[config.mk]
export PLATFORM = sky130hd
export DESIGN_NAME = cache_policy_arbiter_flat
export DESIGN_NICKNAME = d
export VERILOG_FILES = /design/src/rtl/cache_policy_arbiter_if.sv /design/src/rtl/cache_policy_arbiter.sv /design/src/flat_wrapper.sv
export SDC_FILE = /design/constraint.sdc
export NUM_CORES = 1
export LEC_CHECK = 0
export BUFFER_PORTS_ARGS = -buffer_cell sky130_fd_sc_hd__buf_4
export CORE_ASPECT_RATIO = 0.6
export CORE_MARGIN = 10
export CORE_UTILIZATION = 34
export DETAILED_ROUTE_END_ITERATION = 12
export HOLD_SLACK_MARGIN = 0.12
export MAX_ROUTING_LAYER = met4
export PLACE_DENSITY = 0.61
export SLEW_MARGIN = 30
export SYNTH_ARGS = -nofsm -noshare
export SYNTH_HDL_FRONTEND = slang
export SYNTH_SLANG_ARGS = --single-unit
[constraint.sdc]
create_clock -name clock_i -period 1.1 [get_ports clock_i]
set_input_delay 0.165 -clock clock_i [delete_from_list [all_inputs] [get_ports clock_i]]
set_output_delay 0.165 -clock clock_i [all_outputs]
set_load 0.02 [all_outputs]
[src/rtl/cache_policy_arbiter_if.sv]
// Bus bundle between miss requesters, the policy arbiter and the replacement-policy controller.
interface cache_policy_arbiter_if #(
  parameter int unsigned N_REQ             = 4,
  parameter int unsigned BW_REQ            = 2,
  parameter int unsigned BW_CACHE_CAPACITY = 8
);
  logic [N_REQ-1:0]             req_i;
  logic [N_REQ-1:0]             ack_o;
  logic [BW_CACHE_CAPACITY-1:0] addr_o;
  logic [BW_REQ-1:0]            grant_id_o;
  logic                         busy_o;
  logic                         err_o;
  logic                         pol_miss_o;
  logic                         pol_done_i;
  logic [BW_CACHE_CAPACITY-1:0] pol_addr_i;

  // Arbiter side.
  modport slave (
    input  req_i, pol_done_i, pol_addr_i,
    output ack_o, addr_o, grant_id_o, busy_o, err_o, pol_miss_o
  );

  // Requester / policy-controller side.
  modport master (
    output req_i, pol_done_i, pol_addr_i,
    input  ack_o, addr_o, grant_id_o, busy_o, err_o, pol_miss_o
  );
endinterface

[src/rtl/cache_policy_arbiter.sv]
// Round-robin arbiter sharing one replacement-policy controller among N_REQ miss requesters.
// Define POLICY_ARB_TIMEOUT_EN to add a WAIT-state watchdog that reports err_o on expiry.
module cache_policy_arbiter #(
  parameter int unsigned N_REQ                = 4,
  parameter int unsigned BW_REQ               = 2,
  parameter int unsigned CACHE_BLOCK_CAPACITY = 256,
  parameter int unsigned BW_CACHE_CAPACITY    = 8,
  parameter int unsigned TIMEOUT_CYCLES       = 16
) (
  input logic                   clock_i,
  input logic                   resetn_i,
  cache_policy_arbiter_if.slave bus
);

  if (N_REQ < 2) begin : g_bad_nreq
    $error("N_REQ must be at least 2");
  end
  if (BW_CACHE_CAPACITY != $clog2(CACHE_BLOCK_CAPACITY)) begin : g_bad_bw
    $error("BW_CACHE_CAPACITY must equal clog2(CACHE_BLOCK_CAPACITY)");
  end
  if (TIMEOUT_CYCLES < 1) begin : g_bad_timeout
    $error("TIMEOUT_CYCLES must be at least 1");
  end

  typedef enum logic [1:0] {StIdle, StIssue, StWait, StResp} state_e;

  state_e                       state_q, state_d;
  logic [BW_REQ-1:0]            rr_q, rr_d;
  logic [BW_REQ-1:0]            grant_q, grant_d;
  logic [N_REQ-1:0]             ack_q, ack_d;
  logic [BW_CACHE_CAPACITY-1:0] addr_q, addr_d;
  logic                         miss_q, miss_d;
  logic                         busy_q, busy_d;
  logic [BW_REQ-1:0]            pick;
  logic                         found;
  int unsigned                  idx;

`ifdef POLICY_ARB_TIMEOUT_EN
  localparam int unsigned BwWd = $clog2(TIMEOUT_CYCLES + 1);
  logic            err_q, err_d;
  logic [BwWd-1:0] wd_q, wd_d;
`endif

  // First requester at or after rr_q, wrapping modulo N_REQ.
  always_comb begin
    found = 1'b0;
    pick  = '0;
    idx   = 0;
    for (int unsigned i = 0; i < N_REQ; i++) begin
      idx = (32'(rr_q) + i) % N_REQ;
      if (!found && bus.req_i[BW_REQ'(idx)]) begin
        found = 1'b1;
        pick  = BW_REQ'(idx);
      end
    end
  end

  always_comb begin
    state_d = state_q;
    rr_d    = rr_q;
    grant_d = grant_q;
    ack_d   = '0;
    addr_d  = addr_q;
    miss_d  = 1'b0;
`ifdef POLICY_ARB_TIMEOUT_EN
    err_d   = err_q;
    wd_d    = wd_q;
`endif
    unique case (state_q)
      StIdle: begin
        if (found) begin
          grant_d = pick;
          miss_d  = 1'b1;
          state_d = StIssue;
        end
      end
      StIssue: begin
        state_d = StWait;
`ifdef POLICY_ARB_TIMEOUT_EN
        wd_d    = '0;
`endif
      end
      StWait: begin
        // Done wins over a watchdog expiry on the same cycle.
        if (bus.pol_done_i) begin
          addr_d  = bus.pol_addr_i;
          ack_d   = N_REQ'(1) << grant_q;
          state_d = StResp;
`ifdef POLICY_ARB_TIMEOUT_EN
          err_d   = 1'b0;
        end else if (wd_q == BwWd'(TIMEOUT_CYCLES - 1)) begin
          addr_d  = '0;
          err_d   = 1'b1;
          ack_d   = N_REQ'(1) << grant_q;
          state_d = StResp;
        end else begin
          wd_d    = wd_q + 1'b1;
`endif
        end
      end
      StResp: begin
        rr_d    = (grant_q == BW_REQ'(N_REQ - 1)) ? '0 : grant_q + 1'b1;
        state_d = StIdle;
      end
      default: state_d = StIdle;
    endcase
    busy_d = (state_d != StIdle);
  end

  always_ff @(posedge clock_i) begin
    if (!resetn_i) begin
      state_q <= StIdle;
      rr_q    <= '0;
      grant_q <= '0;
      ack_q   <= '0;
      addr_q  <= '0;
      miss_q  <= 1'b0;
      busy_q  <= 1'b0;
`ifdef POLICY_ARB_TIMEOUT_EN
      err_q   <= 1'b0;
      wd_q    <= '0;
`endif
    end else begin
      state_q <= state_d;
      rr_q    <= rr_d;
      grant_q <= grant_d;
      ack_q   <= ack_d;
      addr_q  <= addr_d;
      miss_q  <= miss_d;
      busy_q  <= busy_d;
`ifdef POLICY_ARB_TIMEOUT_EN
      err_q   <= err_d;
      wd_q    <= wd_d;
`endif
    end
  end

  assign bus.ack_o      = ack_q;
  assign bus.addr_o     = addr_q;
  assign bus.grant_id_o = grant_q;
  assign bus.busy_o     = busy_q;
  assign bus.pol_miss_o = miss_q;
`ifdef POLICY_ARB_TIMEOUT_EN
  assign bus.err_o      = err_q;
`else
  assign bus.err_o      = 1'b0;
`endif

endmodule

[src/flat_wrapper.sv]
// flat-port wrapper written by rule: the top's interface ports become plain ports
module cache_policy_arbiter_flat 
#(
  parameter int unsigned N_REQ                = 4,
  parameter int unsigned BW_REQ               = 2,
  parameter int unsigned CACHE_BLOCK_CAPACITY = 256,
  parameter int unsigned BW_CACHE_CAPACITY    = 8,
  parameter int unsigned TIMEOUT_CYCLES       = 16
)
  (clock_i, resetn_i, bus_req_i, bus_pol_done_i, bus_pol_addr_i, bus_ack_o, bus_addr_o, bus_grant_id_o, bus_busy_o, bus_err_o, bus_pol_miss_o);
  cache_policy_arbiter_if #(.N_REQ(N_REQ), .BW_REQ(BW_REQ), .BW_CACHE_CAPACITY(BW_CACHE_CAPACITY)) bus_i ();
  input logic clock_i;
  input logic resetn_i;
  input wire logic [$bits(bus_i.req_i)-1:0] bus_req_i;
  input wire logic [$bits(bus_i.pol_done_i)-1:0] bus_pol_done_i;
  input wire logic [$bits(bus_i.pol_addr_i)-1:0] bus_pol_addr_i;
  output wire logic [$bits(bus_i.ack_o)-1:0] bus_ack_o;
  output wire logic [$bits(bus_i.addr_o)-1:0] bus_addr_o;
  output wire logic [$bits(bus_i.grant_id_o)-1:0] bus_grant_id_o;
  output wire logic [$bits(bus_i.busy_o)-1:0] bus_busy_o;
  output wire logic [$bits(bus_i.err_o)-1:0] bus_err_o;
  output wire logic [$bits(bus_i.pol_miss_o)-1:0] bus_pol_miss_o;
  assign bus_i.req_i = bus_req_i;
  assign bus_i.pol_done_i = bus_pol_done_i;
  assign bus_i.pol_addr_i = bus_pol_addr_i;
  assign bus_ack_o = bus_i.ack_o;
  assign bus_addr_o = bus_i.addr_o;
  assign bus_grant_id_o = bus_i.grant_id_o;
  assign bus_busy_o = bus_i.busy_o;
  assign bus_err_o = bus_i.err_o;
  assign bus_pol_miss_o = bus_i.pol_miss_o;
  cache_policy_arbiter #(.N_REQ(N_REQ), .BW_REQ(BW_REQ), .CACHE_BLOCK_CAPACITY(CACHE_BLOCK_CAPACITY), .BW_CACHE_CAPACITY(BW_CACHE_CAPACITY), .TIMEOUT_CYCLES(TIMEOUT_CYCLES)) u_core (.clock_i(clock_i), .resetn_i(resetn_i), .bus(bus_i));
endmodule
# Word-level counts from Yosys, hierarchy flattened
# Index checks and enable logic that the tools add are counted.
# op_classes
addsub	4
n_lt_le_gt_ge	4
n_eq_ne	4
n_shift	1
n_mux	21
reduce_logical	12
# op_table
operator	count
$mux 2	7
$lt 2x3->1 const B	4
$mux 1	9
$bmux 1 s2	4
$pmux 2 s4	1
$eq 2x2->1 const B	3
$reduce_and 2->1	3
$add 2x1->2 const B	2
$add 2x2->2 const B	2
$shl 1x2->4 const A	1
$logic_and 1x1->1	3
$logic_not 1->1	3
$reduce_and 3->1	1
$eq 2x1->1 const B	1
$logic_not 2->1	1
$reduce_bool 2->1	1
# word_totals
regBits	20
input_bits	15
out_inout_bits	17
elab_cells	53

# Depth between registers and ports, before layout
# Gate-level depths: netlist (run 1).
# logic_depth
depth_word	15
ltp_mapped	4
depth_no_buf	4

# Worst setup path after synthesis (run 1)
# OpenSTA, ideal clock, no wires.
# synth_timing
path_kind	reg2reg
start	reg u_core.state_q[0]
end	reg u_core.addr_q[0], in the netlist u_core.bus.addr_o[0]
setup_time_ns	0.116
t_arrival_ns	1.010
t_required_ns	0.984
path_slack_ns	-0.026
stages_incl_launch_ff	5
path_buffers	1
period_less_slack_ns	1.126
cell_sequence	dfxtp_1 -> and3b_4 -> buf_12 -> mux2i_1 -> nor2b_1
# synth_via
elab_chain_len	2
# synth_lines
element	line	source
from (decl)	cache_policy_arbiter.sv:27	state_e state_q, state_d;
from (signal assigned)	cache_policy_arbiter.sv:112	state_q <= StIdle;
from (signal assigned)	cache_policy_arbiter.sv:124	state_q <= state_d;
$eq 2x2->1	cache_policy_arbiter.sv:69	unique case (state_q)
$reduce_and 2->1 (no line)	-	
to (signal assigned)	cache_policy_arbiter.sv:128	addr_q <= addr_d;
to (decl)	cache_policy_arbiter.sv:31	logic [BW_CACHE_CAPACITY-1:0] addr_q, addr_d;
# Every way passes these cells.
# A chain may end at the register's enable or synchronous reset.

# Worst setup path in the final report (run 1)
# layout_timing
start	reg u_core.state_q[1]
end	reg u_core.grant_q[1], in the netlist u_core.bus.grant_id_o[1]
# layout_via
elab_chain_len	2
# layout_lines
element	line	source
$logic_not 2->1	cache_policy_arbiter.sv:69	
$reduce_and 2->1 (no line)	-	
to (signal assigned)	cache_policy_arbiter.sv:126	grant_q <= grant_d;
to (decl)	cache_policy_arbiter.sv:29	logic [BW_REQ-1:0] grant_q, grant_d;
# Every way passes these cells.

==> results.md, run 1 <==
STA:
- Derived from the worst setup path, the maximum achievable clock frequency is 914 MHz.
- The worst hold slack is 0.168 ns.
- Across the routed clock network, the largest skew measured is 0.00231 ns.
- Setup repair after global routing could not meet its margin everywhere.
- The number of failing setup endpoints in the final timing report is 0.
- The share of the clock period used by the worst path is 99.5%.
- The final number of hold-violating endpoints is 0.
- The minimum clock period is 1.09 ns.
- The max-slew violation count was 0.

Floorplan:
- The full die area is 4900 sq um.
- The total area inside the core boundary comes to 2240 sq um.
- The overall die width is 83.9 um.
- The number of ports placed on the die boundary is 32.
- The floorplan has 13 rows.
- Once the floorplan was initialized, standard cells occupied 37.1% of the core.
- The die is 58.3 um tall.

Worst setup path:
- The critical path endpoint is u_core.bus.grant_id_o[1].
- The critical path start-end classification is reg2reg.
- In this run the worst setup path begins at u_core.state_q[1].
- For flop-to-flop paths, the worst setup slack is 0.006 ns.
- Data arrives at the worst endpoint at 1.28 ns.
- In this run the critical register-to-register path is captured at u_core.bus.grant_id_o[1].
- The worst setup path is captured at a flip-flop.
- At the worst endpoint, the required time is 1.29 ns.
- STA classifies the critical path startpoint as a flip-flop.
- In this run the worst path has a maximum fanout of 5.
- For the worst flop-to-flop path, the logic depth is 3.
- The origin of the critical flop-to-flop path is u_core.state_q[1].

Synth:
- Synthesis instantiated 30 different standard cells from the library.
- Summed over its instances, the top area cell type makes up 48.0% of the synthesized netlist area.
- Of the total synthesized cell area, the portion taken by full adders, half adders and majority gates is 1.50%.
- Counting every instance in the synthesized netlist gives 80.
- Counting instances in the post-synthesis netlist gives the leading cell types as dfxtp_1 (20), nor2b_1 (10), mux2i_1 (8).
- The number of storage elements in the synthesis netlist is 20.
- Of the synthesized area, sequential elements account for 48.0%.
- By area, the combinational part of the netlist is dominated by simple AND/OR/NAND/NOR gates.
- For this run, asynchronously set or reset flops after synthesis account for 0%.
- In this run the mean area of a mapped cell was 10.4 sq um.
- Counting every net in the synthesized netlist gives 96.
- Yosys mapped a number of flops with a built-in enable equal to 0.
- The synthesized netlist devotes 11.1% of its cell area to compound gates.
- The xor/xnor cell area share of the yosys netlist is 1.05%.
- The predominant post-synthesis flop cell is dfxtp_1.
- The total of warnings raised by yosys is 0.
- The dominant cell type by area after synthesis is dfxtp_1.
- The dominant cell by count in the synthesized netlist is dfxtp_1.
- The synthesized netlist devotes 23.0% of its cell area to simple gates.
- The area of the mapped netlist is 833 sq um.
- By area the synthesized netlist is led by dfxtp_1 (48%), mux2i_1 (9.6%), nor2b_1 (7.5%).
- The portion of synthesized area spent on multiplexers is 9.61%.

Detailed routing:
- The number of antenna-violating nets in the routed design is 0.
- The routed design has 2.01 mm of wire.
- After the first detailed-routing iteration, the DRC count stood at 18.
- The average wire per cell in the routed design is 13.7 um.
- The number of vias in the routed layout is 679.
- The first detailed-routing pass took 2 iterations.
- The number of remaining DRC errors is 0.
- The average vias per placed instance is 4.62.

Hold path:
- The path class of the tightest hold or removal check is in2reg.

Global routing:
- The global-route wire length before repair is 3.39 mm.
- The pin count of the biggest net entering global routing is 21.
- The initial antenna violation count is 0.
- Across every metal layer, demand over resource in global routing totals 8.66%.
- The via count of the first global-routing pass came to 718.
- The total grt overflow is 0.

Cells and area:
- The area growth from synthesis to final layout is 42.0%.
- Of the cells placed in the final design, the portion with a size suffix greater than 1 is 42.7%.
- The number of antenna diodes is 0.
- Excluding fillers, the count of instances in the completed layout stands at 147.
- The final-layout fill cell count is 217.
- Summing all non-filler instances in the final layout gives an area of 1180 sq um.
- The number of nets in the layout is 134.
- The core utilization of the finished layout is 52.7%.

Placed design:
- The post-detailed-placement half-perimeter wirelength is 1.54 mm.
- During placement, the flow inserted port buffers numbering 30.
- The final estimated routing congestion in global placement is 0.813.
- The instance area after placement is 1110 sq um.
- Counting tap cells, the placed design contains a total of 142 instances.

Clocking:
- In this run the number of H-tree levels came out at 1.
- The buffer cell driving the clock tree root is clkbuf_8.
- The maximum number of buffers from clock root to sink is 2.
- The TritonCTS clock tree is yes.
- After clock tree synthesis, the setup repair step added 0 buffers.
- The number of clock buffers added by TritonCTS is 3.
- Counting every sink on the clock net gives 20.
- The clock transition at the registers of the reported paths is 0.07 ns.
- The clock insertion delay at the later pin of the skew report is 0.25 ns.
- In this run, post-CTS hold repair placed 0 buffers.

Power:
- Across the VDD grid, the largest voltage drop is 0.00108 V.
- The analysis attributes to cell leakage a power of 0.514 nW.
- The power density over the cells is 1570 nW/um^2.

Outcome:
- The run finished with clean final reports.

Run:
- The tool flagged a number of max-cap violations equal to 0.
[metrics by stage]
stage / worst slack (ns) / total power [mW] / setup TNS (ns)
final: 0.00601 / 1.86 / 0
after detailed placement: -0.0601 / 1.31 / -0.282
after floorplan: -0.00439 / 1.13 / -0.0307
after CTS: -0.00622 / 1.87 / -0.00750
after global placement: -0.0188 / 1.30 / -0.103
after global routing: -0.0708 / 1.96 / -0.405
[layout make-up]
| cell class | count | area [sq um] | share of cell area, % |
|---|---|---|---|
| Timing Repair Buffer | 36 | 274 | 23.2 |
| Inverter | 2 | 7.51 | 0.634 |
| Tap cell | 30 | 37.5 | 3.17 |
| Multi-Input combinational cell | 55 | 404 | 34.1 |
| Clock buffer | 4 | 55.1 | 4.65 |
| Sequential cell | 20 | 405 | 34.2 |
[critical path: stages, from the launching register on]
cell and delay [ns]:
dfxtp_4 0.37, nor3_2 0.34, o21ai_0 0.15, o22ai_1 0.17
[timing repair]
item	CTS	global route
pin swaps	0	1
hold endpoints to repair	0	0
cloned	1	0
resized for setup	1	3
endpoints found under the setup margin	8	11
[flip-flops by register name, summed over array words and instances (netlist names)]
signal,cells
u_core.bus.ack_o,4
u_core.bus.pol_miss_o,1
u_core.bus.grant_id_o,2
u_core.state_q,2
u_core.bus.addr_o,8
u_core.rr_q,2
u_core.bus.busy_o,1
[layer usage]
layer / wire length (um) / global-route usage, %
met5: 0 / -
met4: 0 / 1.43
met3: 161 / 5.22
met2: 801 / 11.9
met1: 1050 / 10.7
[where the power goes]
group / internal [mW] / switching, mW / leakage, nW
registers: 0.797 / 0.0535 / 0.164
logic: 0.232 / 0.227 / 0.322
clock network: 0.318 / 0.228 / 0.0288
total: 1.35 / 0.508 / 0.514
[worst min path at each step]
stage,from,end,slack (ns),cells after the start
2_1_floorplan,bus_pol_addr_i[7],u_core.bus.addr_o[7],0.33,2
6_report,bus_pol_addr_i[2],u_core.bus.addr_o[2],0.17,3
5_1_grt,bus_pol_addr_i[5],u_core.bus.addr_o[5],0.17,3
3_5_place_dp,bus_pol_addr_i[1],u_core.bus.addr_o[1],0.44,3
4_1_cts,bus_pol_addr_i[2],u_core.bus.addr_o[2],0.16,3
3_3_place_gp,bus_pol_addr_i[1],u_core.bus.addr_o[1],0.42,3
[cell usage in the layout, fill, tap and decap left out, types with 2 or more instances in the layout]
cell      instances
a21boi_0          2
a21oi_1           2
and2_1            2
buf_4            35
clkbuf_8          4
dfxtp_1          18
inv_1             2
mux2i_1           8
nand2_1           5
nor2_1            2
nor2b_1          10
nor3_2            2
nor3b_2           2
o21a_1            2
o21ai_0           2
o22ai_1           3
[cells by family after synthesis]
group,Yosys count
AND/OR/NAND/NOR,29
flip-flops,20
AO/OA/AOI/OAI,14
multiplexers,8
buffers and inverters,6
adder cells (fa/ha/maj),1
other,1
XOR/XNOR,1
Power figures use the tool's default switching activity.
==> run 2, diff against run 1 <==
--- a/config.mk
+++ b/config.mk
@@ -5,6 +5,7 @@
 export SDC_FILE = /design/constraint.sdc
 export NUM_CORES = 1
 export LEC_CHECK = 0
+export ABC_AREA = 1
 export BUFFER_PORTS_ARGS = -buffer_cell sky130_fd_sc_hd__buf_4
 export CORE_ASPECT_RATIO = 0.6
 export CORE_MARGIN = 10
@@ -12,7 +13,7 @@
 export DETAILED_ROUTE_END_ITERATION = 12
 export HOLD_SLACK_MARGIN = 0.12
 export MAX_ROUTING_LAYER = met4
-export PLACE_DENSITY = 0.61
+export PLACE_DENSITY = 0.59
 export SLEW_MARGIN = 30
 export SYNTH_ARGS = -nofsm -noshare
 export SYNTH_HDL_FRONTEND = slang
==> results.md, run 2 <==
Outcome:
- The run finished, with violations left.
- The final reports fail on setup timing.

Synth:
- The share of flip-flops with an asynchronous set or reset is 0% (unchanged).
- Sorting the synthesized cells by area gives the leading types as dfxtp_1 (40%), nand2_1 (14%), nor2_1 (11%).
- The number of synthesized flops with an enable pin was 0 (unchanged).
- By count the netlist is led by nand2_1 (37), nor2_1 (29), dfxtp_1 (20).
- For this run, the leading register cell type out of synthesis is dfxtp_1.
- The average size of a mapped cell is 6.80 sq um (-35%).
- The net count of the mapped netlist came to 165 (+72%).
- The number of library cell types mapped by synthesis is 22 (-27%).
- The fraction of the yosys area taken by sequential cells is 39.5% (-8.5 points).
- The post-synthesis cell count is 149 (+86%).
- The synthesized design spends more area on one cell type than any other, namely dfxtp_1.
- Among all cell types in the netlist, the one instantiated most often is nand2_1.
- The area of the mapped netlist is 1010 sq um (+22%).
- The total of warnings raised by yosys is 0 (unchanged).
- The number of storage elements in the synthesis netlist is 20 (unchanged).
- The top cell type's share of synthesized area is 39.5% (-8.5 points).

STA:
- The max-slew violation count came to 0 (unchanged).
- The final number of hold-violating endpoints was 0 (unchanged).
- The share of the clock period used by the worst path is 127% (+27 points).
- The final worst setup slack is -0.296 ns (-0.302 ns).
- The minimum clock period came to 1.40 ns (+0.302 ns).
- Setup repair after global routing could not meet its margin everywhere.
- The worst-case clock skew is 0.00527 ns (+0.00296 ns).
- The number of failing setup endpoints in the final timing report came to 5 (+5).
- The top achievable clock speed came to 716 MHz (-22%).

Clocking:
- The clock insertion delay at the later pin of the skew report is 0.26 ns (about the same).
- The number of clock sinks came to 20 (unchanged).
- TritonCTS built the clock tree.
- The total clock buffers created by CTS is 3 (unchanged).
- The buffer cell driving the clock tree root is clkbuf_8.
- The count of hold buffers inserted by post-cts repair is 0 (unchanged).
- The maximum number of buffers from clock root to sink came to 2 (unchanged).
- The clock transition at the registers of the reported paths is 0.08 ns (about the same).
- The CTS H-tree depth is 1 (unchanged).

Cells and area:
- Leaving out fill and tap cells, the most frequent cell in the layout is buf_4.
- The final instance count without filler cells is 235 (+60%).
- The cell area after layout is 1520 sq um (+29%).
- The library cells used most frequently in the layout, excluding fill and tap cells, are buf_4 (43), nor2_1 (29), nand2_1 (26).
- The final-layout fill cell count is 281 (+29%).
- The core utilization of the finished layout is 53.4% (+0.69 points).
- The flip-flop count of the largest register after layout came to 8 (unchanged).
- The number of antenna diodes is 0 (unchanged).
- The area growth from synthesis to layout is 50.4%.
- The number of nets in the layout was 210 (+57%).
- The layout cell share with drive strength beyond 1 was 44.6% (+1.8 points).

Detailed routing:
- The routed wire length is 2.91 mm (+45%).
- The number of optimization iterations in the first detailed-route pass is 4 (+2).
- The number of antenna-violating nets in the routed design is 0 (unchanged).
- The average wire per cell in the routed design is 12.4 um (-9.4%).
- The number of remaining DRC errors is 0 (unchanged).
- The average vias per placed instance is 4.54 (-1.7%).
- The number of vias in the routed layout is 1067 (+57%).
- The number of design-rule violations left by the first detailed-router iteration is 60 (+42).

Placed design:
- The cell total after placement is 226 (+59%).
- The count of input and output buffers came to 30 (unchanged).
- The post-detailed-placement half-perimeter wirelength was 2.07 mm (+34%).
- The worst slack after detailed placement is -0.321 ns (-0.261 ns).
- The instance area after placement came to 1360 sq um (+23%).
- The final estimated routing congestion in global placement is 0.877 (+7.8%).

Global routing:
- The total grt overflow is 0 (unchanged).
- The global-route wire length before repair came to 4.43 mm (+31%).
- The via count of the first global-routing pass came to 981 (+37%).
- The initial antenna violation count is 0 (unchanged).
- The pin count of the biggest net entering global routing is 12 (-43%).
- The total global routing track utilization is 9.68% (+1.0 points).

Floorplan:
- The starting density of the core is 35.5% (-1.6 points).
- The number of ports placed on the die boundary is 32 (unchanged).
- The core region area is 2850 sq um (+27%).
- The floorplan row count was 15 (+2).
- The overall die width is 90.5 um (+7.8%).
- The die height is 62.3 um (+6.8%).
- The full die area is 5640 sq um (+15%).

Worst setup path:
- The slowest cell on the critical path is dfxtp_4.
- The data arrival time at the worst-slack endpoint came to 1.55 ns (+0.27 ns).
- The critical path goes through buf_12 -> nand2_2 -> nand2_2 -> nand2_2 -> nand2_2 -> nor2_4 -> nand3_2 -> nand2_4 -> inv_2 -> nand2_4 -> nand3_2.
- The category of cells accounting for the largest share of critical-path delay is simple AND/OR/NAND/NOR gates.
- The worst setup path is captured at a flip-flop.
- The critical path startpoint category is a flip-flop.
- The maximum single-stage delay on the critical path came to 0.37 ns (about the same).
- The largest fanout on the critical path is 6 (+1).
- The total buffers and inverters traversed by the critical path is 2 (+2).
- The data required time of the worst path came to 1.26 ns (-0.03 ns).
- The critical path start-end classification is reg2reg.
- The cell with the most instances on the worst path is nand2_2.

Power:
- The total design power is 2.65 mW (+43%).
- The peak supply drop came to 0.000999 V (-7.4%).
- The power density over the cells was 1740 nW/um^2 (+11%).
- The static leakage is 0.769 nW (+50%).

Hold path:
- The path category of the worst min-delay check is in2reg.

Run:
- The reported max-cap violation count is 0 (unchanged).
run 2: cell count changes after synthesis, moves of 3 or more:
| cell | delta |
|---|---|
| nor2b_1 | -10 |
| inv_1 | +11 |
| nand2_2 | +6 |
| inv_2 | +5 |
| o21ai_0 | +8 |
| mux2i_1 | -8 |
| nor2_1 | +27 |
| nand3_1 | +8 |
| nand2_1 | +32 |
| o22ai_1 | -3 |
run 2: cell families (layout without fill, tap and decap cells):
logic type / after synthesis / in the layout / synth area share [%]
AO/OA/AOI/OAI: 16 / 16 / 9.26
other: 1 / 1 / 0.370
AND/OR/NAND/NOR: 89 / 89 / 40.1
flip-flops: 20 / 20 / 39.5
adder cells (fa/ha/maj): 1 / 1 / 1.23
buffers and inverters: 22 / 66 / 9.51
run 2: metrics by stage:
| stage | TNS [ns] | hold slack, ns |
|---|---|---|
| global placement | -1.22 | 0.415 |
| detailed placement | -1.60 | 0.421 |
| floorplan | -0.695 | 0.266 |
| CTS | -1.22 | 0.147 |
| global route | -1.93 | 0.158 |
| finish | -1.40 | 0.134 |
run 2: final cells by class:
class,instances,area [sq um],share of cell area (%)
clock buffer,4,55.1,3.61
multi-input combinational,107,589,38.7
tap,42,52.6,3.45
inverter,18,75.1,4.93
sequential,20,409,26.8
timing repair buffer,44,343,22.5
run 2: path summary, 6_finish.rpt:
path,startpoint,to,slack (ns),cells after the start
worst min register to register,u_core.bus.addr_o[3],u_core.bus.addr_o[3],0.49,2
worst max-delay path,u_core.rr_q[0],u_core.bus.busy_o,-0.30,11
worst min-delay path,bus_pol_addr_i[3],u_core.bus.addr_o[3],0.13,3
worst max register to register,u_core.rr_q[0],u_core.bus.busy_o,-0.30,11
run 2: worst register-to-register path, stage by stage (launching register included):
cell and delay, ns:
dfxtp_4 0.37, buf_12 0.14, nand2_2 0.07, nand2_2 0.07, nand2_2 0.06, nand2_2 0.06
nor2_4 0.13, nand3_2 0.11, nand2_4 0.10, inv_2 0.05, nand2_4 0.07, nand3_2 0.05
run 2: metal layers:
layer / track usage, % / share of wire, % / routed length [um]
met5: - / 0 / 0
met4: 4.55 / 2.2 / 65
met3: 3.00 / 3.4 / 100
met2: 15.1 / 49 / 1420
met1: 11.1 / 46 / 1330
run 2: where the power goes:
| part | switching (mW) | internal (mW) | total, mW |
|---|---|---|---|
| Clock | 0.244 | 0.319 | 0.563 |
| Combinational | 0.682 | 0.496 | 1.18 |
| Sequential | 0.0735 | 0.840 | 0.913 |
| Total | 0.999 | 1.65 | 2.65 |
run 2: what timing repair did:
item / in CTS / in global routing
gates resized for setup: 13 / 15
pin swaps: 7 / 11
setup buffers: 4 / 1
setup endpoints to repair: 9 / 14
